## config.mk

```make
export PLATFORM = sky130hd
export DESIGN_NAME = dram_lsu
export DESIGN_NICKNAME = d
export VERILOG_FILES = /design/src/rtl/dram_lsu_pkg.sv /design/src/rtl/lsu_load_align.sv /design/src/rtl/dram_lsu.sv
export SDC_FILE = /design/constraint.sdc
export NUM_CORES = 1
export LEC_CHECK = 0
export ABC_AREA = 0
export BUFFER_PORTS_ARGS = -buffer_cell sky130_fd_sc_hd__buf_4
export CORE_MARGIN = 1
export CORE_UTILIZATION = 30
export DETAILED_ROUTE_END_ITERATION = 8
export HOLD_SLACK_MARGIN = 0.06
export PLACE_DENSITY = 0.72
export SYNTH_ARGS = -nofsm -noshare
export SYNTH_HDL_FRONTEND = slang
export SYNTH_SLANG_ARGS = --single-unit
export TNS_END_PERCENT = 10
```

## constraint.sdc

```tcl
create_clock -name clk -period 2.45 [get_ports clk]
set_input_delay 0.49 -clock clk [delete_from_list [all_inputs] [get_ports clk]]
set_output_delay 0.49 -clock clk [all_outputs]
set_load 0.01 [all_outputs]
```

## src/rtl/dram_lsu_pkg.sv

```systemverilog
`default_nettype none
// +----------------------------------------------------------------------+
// | dram_lsu_pkg : size encodings, FSM state type and lane-mask helper   |
// | Revision     : 1.0                                                   |
// +----------------------------------------------------------------------+
package dram_lsu_pkg;

   localparam logic [1:0] SZ_BYTE = 2'b00;
   localparam logic [1:0] SZ_HALF = 2'b01;
   localparam logic [1:0] SZ_WORD = 2'b10;
   localparam logic [1:0] SZ_BAD  = 2'b11;

   typedef enum logic [0:0] {
      ST_IDLE  = 1'b0,
      ST_SPLIT = 1'b1
   } lsu_state_t;

   // Lanes [3:0] belong to the addressed word, [7:4] spill into the next one.
   function automatic logic [7:0] lane_mask(input logic [1:0] size, input logic [1:0] offset);
      logic [7:0] base;
      case (size)
         SZ_BYTE: base = 8'h01;
         SZ_HALF: base = 8'h03;
         SZ_WORD: base = 8'h0F;
         default: base = 8'h00;
      endcase
      return base << offset;
   endfunction

endpackage
`default_nettype wire

```

## src/rtl/lsu_load_align.sv

```systemverilog
`default_nettype none
// +----------------------------------------------------------------------+
// | lsu_load_align : byte/half/word select and sign/zero extension       |
// | Revision       : 1.0                                                 |
// +----------------------------------------------------------------------+
module lsu_load_align
   import dram_lsu_pkg::*;
(
   input  logic [63:0] data,
   input  logic [1:0]  offset,
   input  logic [1:0]  size,
   input  logic        is_unsigned,
   output logic [31:0] result
);

   logic [31:0] w_shifted;

   assign w_shifted = 32'(data >> {offset, 3'b000});

   always_comb begin
      case (size)
         SZ_BYTE: result = {{24{~is_unsigned & w_shifted[7]}},  w_shifted[7:0]};
         SZ_HALF: result = {{16{~is_unsigned & w_shifted[15]}}, w_shifted[15:0]};
         default: result = w_shifted;
      endcase
   end

endmodule
`default_nettype wire

```

## src/rtl/dram_lsu.sv

```systemverilog
`default_nettype none
// +----------------------------------------------------------------------+
// | dram_lsu : byte/half/word load-store bridge onto data RAM port B     |
// | Option   : MISALIGN_SPLIT_EN splits misaligned half/word accesses    |
// | Revision : 1.0                                                       |
// +----------------------------------------------------------------------+
module dram_lsu
   import dram_lsu_pkg::*;
#(
   parameter int ADDR_W = 16
) (
   input  logic              clk,
   input  logic              rst,
   input  logic              req_valid,
   output logic              req_ready,
   input  logic              req_we,
   input  logic [1:0]        req_size,
   input  logic              req_unsigned,
   input  logic [31:0]       req_addr,
   input  logic [31:0]       req_wdata,
   output logic              rsp_valid,
   output logic [31:0]       rsp_rdata,
   output logic              rsp_err,
   output logic              ram_en,
   output logic              ram_we,
   output logic [ADDR_W-1:0] ram_addr,
   output logic [3:0]        ram_wem,
   output logic [31:0]       ram_din,
   input  logic [31:0]       ram_dout
);

   logic              w_accept;
   logic              w_aligned;
   logic              w_split;
   logic              w_err;
   logic [1:0]        w_off;
   logic [ADDR_W-1:0] w_word;
   logic [7:0]        w_mask;
   logic [31:0]       w_rep;
   logic [31:0]       w_din;
   logic [63:0]       w_align_in;
   logic [31:0]       w_load_data;
   logic              unused_addr_hi;

   logic [1:0]        r_off;
   logic [1:0]        r_size;
   logic              r_unsigned;
   logic              r_load;

`ifdef MISALIGN_SPLIT_EN
   lsu_state_t        r_state;
   logic              r_ready;
   logic              r_we;
   logic              r_split;
   logic [31:0]       r_dout1;
   logic [ADDR_W-1:0] r_addr2;
   logic [3:0]        r_wem2;
   logic [31:0]       r_din2;
`else
   logic [3:0]        unused_mask_hi;
`endif

   assign w_off          = req_addr[1:0];
   assign w_word         = req_addr[ADDR_W+1:2];
   assign unused_addr_hi = ^req_addr[31:ADDR_W+2];
   assign w_mask         = lane_mask(req_size, w_off);
   assign w_accept       = req_valid & req_ready;

   always_comb begin
      case (req_size)
         SZ_BYTE: w_aligned = 1'b1;
         SZ_HALF: w_aligned = ~w_off[0];
         SZ_WORD: w_aligned = (w_off == 2'b00);
         default: w_aligned = 1'b0;
      endcase
   end

   always_comb begin
      case (req_size)
         SZ_BYTE: w_rep = {4{req_wdata[7:0]}};
         SZ_HALF: w_rep = {2{req_wdata[15:0]}};
         default: w_rep = req_wdata;
      endcase
   end

`ifdef MISALIGN_SPLIT_EN
   assign w_split   = (req_size != SZ_BAD) & ~w_aligned;
   assign req_ready = r_ready;

   // Rotating the replicated data puts every byte on its own lane in both accesses.
   always_comb begin
      case (w_off)
         2'd0:    w_din = w_rep;
         2'd1:    w_din = {w_rep[23:0], w_rep[31:24]};
         2'd2:    w_din = {w_rep[15:0], w_rep[31:16]};
         default: w_din = {w_rep[7:0],  w_rep[31:8]};
      endcase
   end

   assign w_align_in = r_split ? {ram_dout, r_dout1} : {32'h0, ram_dout};
`else
   assign w_split        = 1'b0;
   assign req_ready      = 1'b1;
   assign w_din          = w_rep;
   assign w_align_in     = {32'h0, ram_dout};
   assign unused_mask_hi = w_mask[7:4];
`endif

   assign w_err = ~w_aligned & ~w_split;

   always_comb begin
      ram_en   = 1'b0;
      ram_we   = 1'b0;
      ram_addr = '0;
      ram_wem  = 4'h0;
      ram_din  = 32'h0;
`ifdef MISALIGN_SPLIT_EN
      if (r_state == ST_SPLIT) begin
         ram_en   = 1'b1;
         ram_we   = r_we;
         ram_addr = r_addr2;
         if (r_we) begin
            ram_wem = r_wem2;
            ram_din = r_din2;
         end
      end else
`endif
      if (w_accept & ~w_err) begin
         ram_en   = 1'b1;
         ram_we   = req_we;
         ram_addr = w_word;
         if (req_we) begin
            ram_wem = w_mask[3:0];
            ram_din = w_din;
         end
      end
   end

   always_ff @(posedge clk or posedge rst) begin
      if (rst) begin
         rsp_valid  <= 1'b0;
         rsp_err    <= 1'b0;
         r_load     <= 1'b0;
         r_off      <= 2'b00;
         r_size     <= 2'b00;
         r_unsigned <= 1'b0;
`ifdef MISALIGN_SPLIT_EN
         r_state    <= ST_IDLE;
         r_ready    <= 1'b1;
         r_we       <= 1'b0;
         r_split    <= 1'b0;
         r_dout1    <= 32'h0;
         r_addr2    <= '0;
         r_wem2     <= 4'h0;
         r_din2     <= 32'h0;
`endif
      end else begin
         rsp_valid <= 1'b0;
         rsp_err   <= 1'b0;
         r_load    <= 1'b0;
`ifdef MISALIGN_SPLIT_EN
         r_split   <= 1'b0;
         if (r_state == ST_SPLIT) begin
            // First-half read data is on ram_dout now; the second half arrives next cycle.
            r_state   <= ST_IDLE;
            r_ready   <= 1'b1;
            r_dout1   <= ram_dout;
            r_split   <= 1'b1;
            rsp_valid <= 1'b1;
            r_load    <= ~r_we;
         end else
`endif
         if (w_accept) begin
            r_off      <= w_off;
            r_size     <= req_size;
            r_unsigned <= req_unsigned;
`ifdef MISALIGN_SPLIT_EN
            r_we       <= req_we;
            if (w_split) begin
               r_state <= ST_SPLIT;
               r_ready <= 1'b0;
               r_addr2 <= w_word + 1'b1;
               r_wem2  <= w_mask[7:4];
               r_din2  <= w_din;
            end else
`endif
            begin
               rsp_valid <= 1'b1;
               rsp_err   <= w_err;
               r_load    <= ~req_we & ~w_err;
            end
         end
      end
   end

   lsu_load_align u_load_align (
      .data        (w_align_in),
      .offset      (r_off),
      .size        (r_size),
      .is_unsigned (r_unsigned),
      .result      (w_load_data)
   );

   assign rsp_rdata = r_load ? w_load_data : 32'h0;

endmodule
`default_nettype wire
```

==> results of run 1 <==
[critical path, stage by stage, from the launching register on]
cell and delay, ns:
dfrtp_2 0.44, and2b_1 0.22, a2bb2oi_1 0.08, a2111o_1 0.45, buf_12 0.16, o21ai_0 0.09, buf_4 0.16
[metal layers]
metal / GRT usage (%) / up-vias / wire (µm)
met5: 0 / - / 0
met4: 8.679 / 0 / 98
met3: 5.412 / 9 / 632
met2: 41.15 / 137 / 3498
met1: 23.76 / 1159 / 2577
li1: - / 1253 / -
[cells in the final DEF, fill, tap and decap left out, drive strengths merged, types with 2 or more instances in the layout]
master	n
o211a	8
buf	189
nor2	17
ha	4
a21oi	27
and3	7
inv	14
dfrtp	8
mux2i	17
mux2	12
nand2	75
nor2b	2
and4b	2
clkbuf	3
o21ai	16
a31oi	8
and2	18
nand2b	2
[Yosys cell counts]
master	instances	area, µm²
o2111ai_2	1	15.01
nand2b_1	2	12.51
and2b_1	1	7.510
o211a_1	8	80.08
nand3b_1	1	7.510
and3b_1	1	8.760
or2_2	1	6.260
nor3_1	1	5.000
buf_2	2	10.01
and3_1	7	43.79
nand2_1	75	281.5
buf_1	1	3.750
o21a_1	1	7.510
buf_6	1	11.26
a31oi_1	8	50.05
nor2b_1	2	12.51
inv_1	14	52.55
conb_1	1	3.750
buf_4	4	30.03
a21oi_1	27	135.1
o21ai_0	16	80.08
dfrtp_1	8	200.2
mux2i_1	17	170.2
clkbuf_1	12	45.04
nor2_1	17	63.81
mux2_2	12	135.1
mux4_2	1	22.52
a2111o_1	1	11.26
a2bb2oi_1	1	8.760
a2111oi_0	1	8.760
ha_1	4	50.05
and4b_1	2	20.02
and2_1	18	112.6
[sequential cells by signal (all words and copies together) (netlist names)]
register / count
r_load: 1
rsp_valid: 1
r_unsigned: 1
r_size: 2
r_off: 2
rsp_err: 1
[through the flow]
stage | util, % | setup TNS [ns] | cell area, µm²
floorplan | - | 0 | 1713
global placement | 57.15 | -0.01206 | 3147
detailed placement | 57.15 | -0.08261 | 3147
CTS | 57.90 | 0 | 3188
global route | 58.17 | 0 | 3203
finish | 58.17 | 0 | 3203
[cells by family after synthesis]
family	after synthesis	synth area share [%]
simple gates	128	33.97
compound gates	64	23.16
buf+inv	34	8.911
mux	30	19.14
flops	8	11.69
fa+ha+maj	4	2.922
other cells	1	0.2189
[timing repair]
action,4_1_cts,5_1_grt
pin swaps,0,1
cloned,0,0
setup endpoints to repair,2,43
resized for setup,1,5
[worst min path at each step]
| stage | cells past startpoint | from | to |
|---|---|---|---|
| 4_1_cts | 2 | rst | r_unsigned |
| 5_1_grt | 2 | rst | r_unsigned |
| 3_5_place_dp | 2 | rst | r_unsigned |
| 6_report | 2 | rst | r_off[1] |
| 2_1_floorplan | 1 | rst | r_load |
| 3_3_place_gp | 2 | rst | r_unsigned |
[power by group through the flow]
stage | combinational [mW] | clock (mW) | sequential (mW)
final | 0.464 | 0.154 | 0.158
after global routing | 0.510 | 0.173 | 0.160
after CTS | 0.462 | 0.161 | 0.157
after detailed placement | 0.460 | 0 | 0.159
after global placement | 0.454 | 0 | 0.159
after floorplan | 0.234 | 0 | 0.153
[cell type report]
class | instances | area, µm² | area share, %
Inverter | 14 | 52.55 | 1.641
Timing Repair Buffer | 189 | 1444 | 45.08
Sequential cell | 8 | 201.4 | 6.289
Multi-Input combinational cell | 227 | 1374 | 42.89
Clock buffer | 3 | 41.29 | 1.289
Tap cell | 72 | 90.09 | 2.813
==> impl_summary.log, run 1 <==
INFO  metric dr_total_vias = 2558
INFO  metric vias_in_the_first_global_route = 2410
INFO  metric drt.antenna.violating_nets = 0
INFO  metric power_switching = 275.2 µW
INFO  metric hpwlAfterDp = 5493 µm
INFO  metric post_synth_instance_area = 1713 µm²
INFO  metric ys_seq_elements = 8
INFO  metric syn2layout_area_growth = 87.00%
INFO  metric post_synth.cell_area_avg = 6.368 µm²
INFO  metric post_synthesis_cell_type_count = 33
INFO  metric fillCellCount = 538
INFO  metric cts.sinks = 8
INFO  metric cts-root-buf = clkbuf_8
INFO  metric antenna_violations_before_repair = 0
INFO  metric worstPathArrival = 1.84 ns
INFO  metric leakagePower = 1.878 nW
INFO  metric worst_setup_path_end_kind = primary output
INFO  metric power_report.internal_total = 500.2 µW
INFO  metric worstRegToRegCells = 2
INFO  metric run_status = finished, final reports clean
INFO  metric crit-reg2reg-launch = r_off[0]
INFO  metric ys_seq_area_share = 11.69%
INFO  metric fin_skew = 0 ns
INFO  metric netlist_instances = 269
INFO  metric critical_path.max_fanout = 16
INFO  metric drt_first_iter_violations = 70
INFO  metric viasPerCell = 4.986
INFO  metric ys_warn_count = 0
INFO  metric setup-violations-final = 0
INFO  metric tritoncts = done
INFO  metric global_route.overflow_total = 0
INFO  metric ioPinCount = 192
INFO  metric share_clk_of_total_power = 19.9%
INFO  metric average_routed_wire_per_standard_cell = 13.27 µm
INFO  metric post_route_cells_drive_above_1_share = 47.85%
INFO  metric htreeDepth = 1
INFO  metric max_capacitance_violation_count = 0
INFO  metric cts.hold.buffers_added = 0
INFO  metric clock_tree.buffer_depth = 2
INFO  metric hold_ws = 0.2067 ns
INFO  metric io_buffer_count = 176
INFO  metric type_of_element_launching_the_critical_path = register
INFO  metric count_of_final_hold_check_violations = 0
INFO  metric grt_pass1_wl = 10940 µm
INFO  metric drc = 0
INFO  metric worst_ir_drop_vdd = 0.1315 mV
INFO  metric wirelength = 6805 µm
INFO  metric detailed_router_iteration_count_before_antenna_repair = 4
INFO  metric design.die.area = 6016 µm²
INFO  metric clk_pin_slew = 0.04 ns
INFO  metric postLayoutSetupSlackWorst = 0.1178 ns
INFO  metric powerDensity = 242.1 nW/µm²
INFO  metric rr_endpoint = r_off[0]
INFO  metric total_power = 775.4 µW
INFO  metric grt_setup_unrepaired = false
INFO  metric timing.critical_path.from = r_off[0]
INFO  metric grt_start_max_net_pins = 36
INFO  metric placed_cells = 510
INFO  metric postcts_setup_bufs = 0
INFO  metric critical_path_sink = rsp_rdata[17]
INFO  metric final-max-slew-violation-count = 0
INFO  metric cp_data_required_time = 1.96 ns
INFO  metric pwr-share-seq = 20.3%
INFO  metric fmaxAchievable = 428.8 MHz
INFO  metric insertedDiodeCount = 0
INFO  metric cp_class = register to primary output
INFO  metric tot_gr_track_use = 22.13%
INFO  metric period_utilisation_layout = 95.19%
INFO  metric synth_fp_nets = 376
INFO  metric pwr-share-comb = 59.8%
INFO  metric netSwitchingFraction = 35.49%
INFO  metric gp_routability_congestion = 0.8568
INFO  metric core = 5507 µm²
INFO  metric final-instance-count-excl-fill = 513
INFO  metric die_width = 77.56 µm
INFO  metric rrSetupSlack = 1.33 ns
INFO  metric insertion_delay = 0.23 ns
INFO  metric rows = 27
INFO  metric place_ws = -0.04249 ns
INFO  metric initial_utilization = 31.11%
INFO  metric final_net_count = 550
INFO  metric timing.final.crit_period = 2.332 ns
INFO  metric total_cts_buffers = 3
INFO  metric hold_class = input port to async pin
INFO  metric die_h = 77.56 µm
(Power assumes the default switching activity.)
==> run 2, diff against run 1 <==
Settings changed: CORE_AREA set to 2 2 73 75, CORE_MARGIN 1 to unset, CORE_UTILIZATION 30 to unset, DIE_AREA set to 0 0 75 77, PLACE_DENSITY 0.72 to 0.81.
==> run 2 against run 1 <==
Against the previous run: routed wire length up 3.9%; highest routed layer unchanged; largest cell class unchanged; worst hold slack better by 0.0040 ns; fmax down 1.8%; sequential power about the same.
==> impl_summary.log, run 2 (synthesis gave the netlist of run 1 again) <==
INFO  metric run_status = finished, final reports clean
INFO  metric layout.cells.most_common = buf_4
INFO  metric period_utilisation_layout = 96.96% (+1.8 points)
INFO  metric grt_pass1_wl = 10560 µm (-3.5%)
INFO  metric core = 4977 µm² (-9.6%)
INFO  metric hold_class = input port to async pin
INFO  metric setup-violations-final = 0 (unchanged)
INFO  metric type_of_element_launching_the_critical_path = register
INFO  metric tns = 0 ns (unchanged)
INFO  metric count_of_final_hold_check_violations = 0 (unchanged)
INFO  metric ioPinCount = 192 (unchanged)
INFO  metric io_buffer_count = 176 (unchanged)
INFO  metric cts.hold.buffers_added = 0 (unchanged)
INFO  metric postPlaceCellArea = 3159 µm² (+0.40%)
INFO  metric syn2layout_area_growth = 87.87%
INFO  metric detailed_router_iteration_count_before_antenna_repair = 5 (+1)
INFO  metric post_route_cells_drive_above_1_share = 48.08% (+0.24 points)
INFO  metric place_ws = 0.08533 ns (+0.1278 ns)
INFO  metric grt_start_max_net_pins = 36 (unchanged)
INFO  metric insertedDiodeCount = 0 (unchanged)
INFO  metric worst_ir_drop_vdd = 0.1528 mV (+16%)
INFO  metric crit_path_cell_trace = mux4_2 > nand2b_1 > nand2_1 > and3_1 > buf_4
INFO  metric dr_total_vias = 2542 (-0.63%)
INFO  metric viasPerCell = 4.955 (-0.63%)
INFO  metric drt_first_iter_violations = 76 (+8.6%)
INFO  metric final_net_count = 552 (+0.36%)
INFO  metric finalInstanceArea = 3218 µm² (+0.47%)
INFO  metric fmaxAchievable = 421.0 MHz (-1.8%)
INFO  metric pin_slew_with_the_least_headroom_to_its_limit = 0.5170 ns
INFO  metric max_capacitance_violation_count = 0 (unchanged)
INFO  metric die_width = 75 µm (-3.3%)
INFO  metric worstPathArrival = 1.89 ns (+0.05 ns)
INFO  metric largestRegisters = r_off x2, r_size x2
INFO  metric final_cell_mix = buf_4, nand2_1, a21oi_1
INFO  metric area_taken_by_multi_input_logic_gates = 1376 µm² (+0.18%)
INFO  metric average_routed_wire_per_standard_cell = 13.78 µm (+3.9%)
INFO  metric timing.final.crit_period = 2.376 ns (+0.04332 ns)
INFO  metric maxSlewHeadroom = 65.40%
INFO  metric powerDensity = 242.5 nW/µm² (+0.17%)
INFO  metric seqCellArea = 201.4 µm² (unchanged)
INFO  metric drc = 0 (unchanged)
INFO  metric total_power = 780.3 µW (+0.64%)
INFO  metric design.die.area = 5775 µm² (-4.0%)
INFO  metric rows = 26 (-3.7%)
INFO  metric worst_setup_path_end_kind = primary output
INFO  metric hpwlAfterDp = 5776 µm (+5.2%)
INFO  metric antenna_violations_before_repair = 0 (unchanged)
INFO  metric htreeDepth = 1 (unchanged)
INFO  metric drt.antenna.violating_nets = 0 (unchanged)
INFO  metric cts-root-buf = clkbuf_8
INFO  metric total_cts_buffers = 3 (unchanged)
INFO  metric cp_class = register to primary output
INFO  metric die_h = 77 µm (-0.72%)
INFO  metric wirelength = 7068 µm (+3.9%)
INFO  metric final_core_utilization = 64.66% (+6.5 points)
INFO  metric leakagePower = 1.893 nW (+0.76%)
INFO  metric cp_slowest_cell = mux4_2
INFO  metric cts.sinks = 8 (unchanged)
INFO  metric cp_data_required_time = 1.96 ns (about the same)
INFO  metric tritoncts = done
INFO  metric clk_pin_slew = 0.04 ns (about the same)
INFO  metric critical_path.max_fanout = 8 (-8)
INFO  metric gp_routability_congestion = 0.8522 (-0.54%)
INFO  metric insertion_delay = 0.22 ns (about the same)
INFO  metric global_route.overflow_total = 0 (unchanged)
INFO  metric fillCellCount = 461 (-14%)
INFO  metric vias_in_the_first_global_route = 2375 (-1.5%)
INFO  metric critical-path-max-stage-delay = 0.55 ns (+0.10 ns)
INFO  metric final-max-slew-violation-count = 0 (unchanged)
INFO  metric postcts_setup_bufs = 0 (unchanged)
INFO  metric clock_tree.buffer_depth = 2 (unchanged)
INFO  metric postLayoutSetupSlackWorst = 0.07450 ns (-0.04332 ns)
INFO  metric initial_utilization = 34.41% (+3.3 points)
INFO  metric tot_gr_track_use = 22.61% (+0.48 points)
INFO  metric fin_skew = 0 ns (unchanged)
-- run 2: layout make-up --
| cell class | count | area share (%) |
|---|---|---|
| sequential | 8 | 6.260 |
| timing repair buffer | 191 | 45.33 |
| multi-input combinational | 227 | 42.77 |
| tap | 70 | 2.722 |
| inverter | 14 | 1.633 |
| clock buffer | 3 | 1.283 |
-- run 2: final timing paths --
check | startpoint | slack [ns] | cells past startpoint | end
max | r_off[1] | 0.07 | 5 | rsp_rdata[9]
min | rst | 0.21 | 2 | rsp_valid
max reg2reg | r_off[0] | 1.59 | 1 | r_off[0]
min reg2reg | r_unsigned | 0.54 | 1 | r_unsigned
max in group asynchronous | rst | 1.99 | 2 | r_off[0]
min in group clk | req_we | 0.45 | 2 | r_load
-- run 2: critical path: cells and delay by family, from the launching register on --
family	cells	cell delay, ns
buf+inv	1	0.14
simple gates	3	0.50
flops	1	0.47
mux	1	0.55
-- run 2: power by group --
| part | switching, mW | total, mW | internal, mW |
|---|---|---|---|
| logic | 0.214 | 0.468 | 0.254 |
| registers | 0.0150 | 0.159 | 0.144 |
| clock network | 0.0469 | 0.153 | 0.106 |
| total | 0.276 | 0.780 | 0.504 |
-- run 2: per-layer routing --
| metal | vias up | wire length, µm | GRT usage, % |
|---|---|---|---|
| li1 | 1258 | - | - |
| met1 | 1145 | 2490 | 22.52 |
| met2 | 133 | 3686 | 43.60 |
| met3 | 6 | 834 | 7.096 |
| met4 | 0 | 57 | 5.179 |
| met5 | - | 0 | 0 |
-- run 2: stage by stage --
step                      hold slack, ns  cells
after CTS                         0.2163    513
final                             0.2108    513
after detailed placement          0.4543    510
after floorplan                   0.3057    269
after global routing              0.2356    513
after global placement            0.4451    510
-- run 2: timing repair --
item / 4_1_cts / 5_1_grt
gates resized for setup: 0 / 4
endpoints found under the setup margin: 0 / 55
hold endpoints to repair: 0 / 0
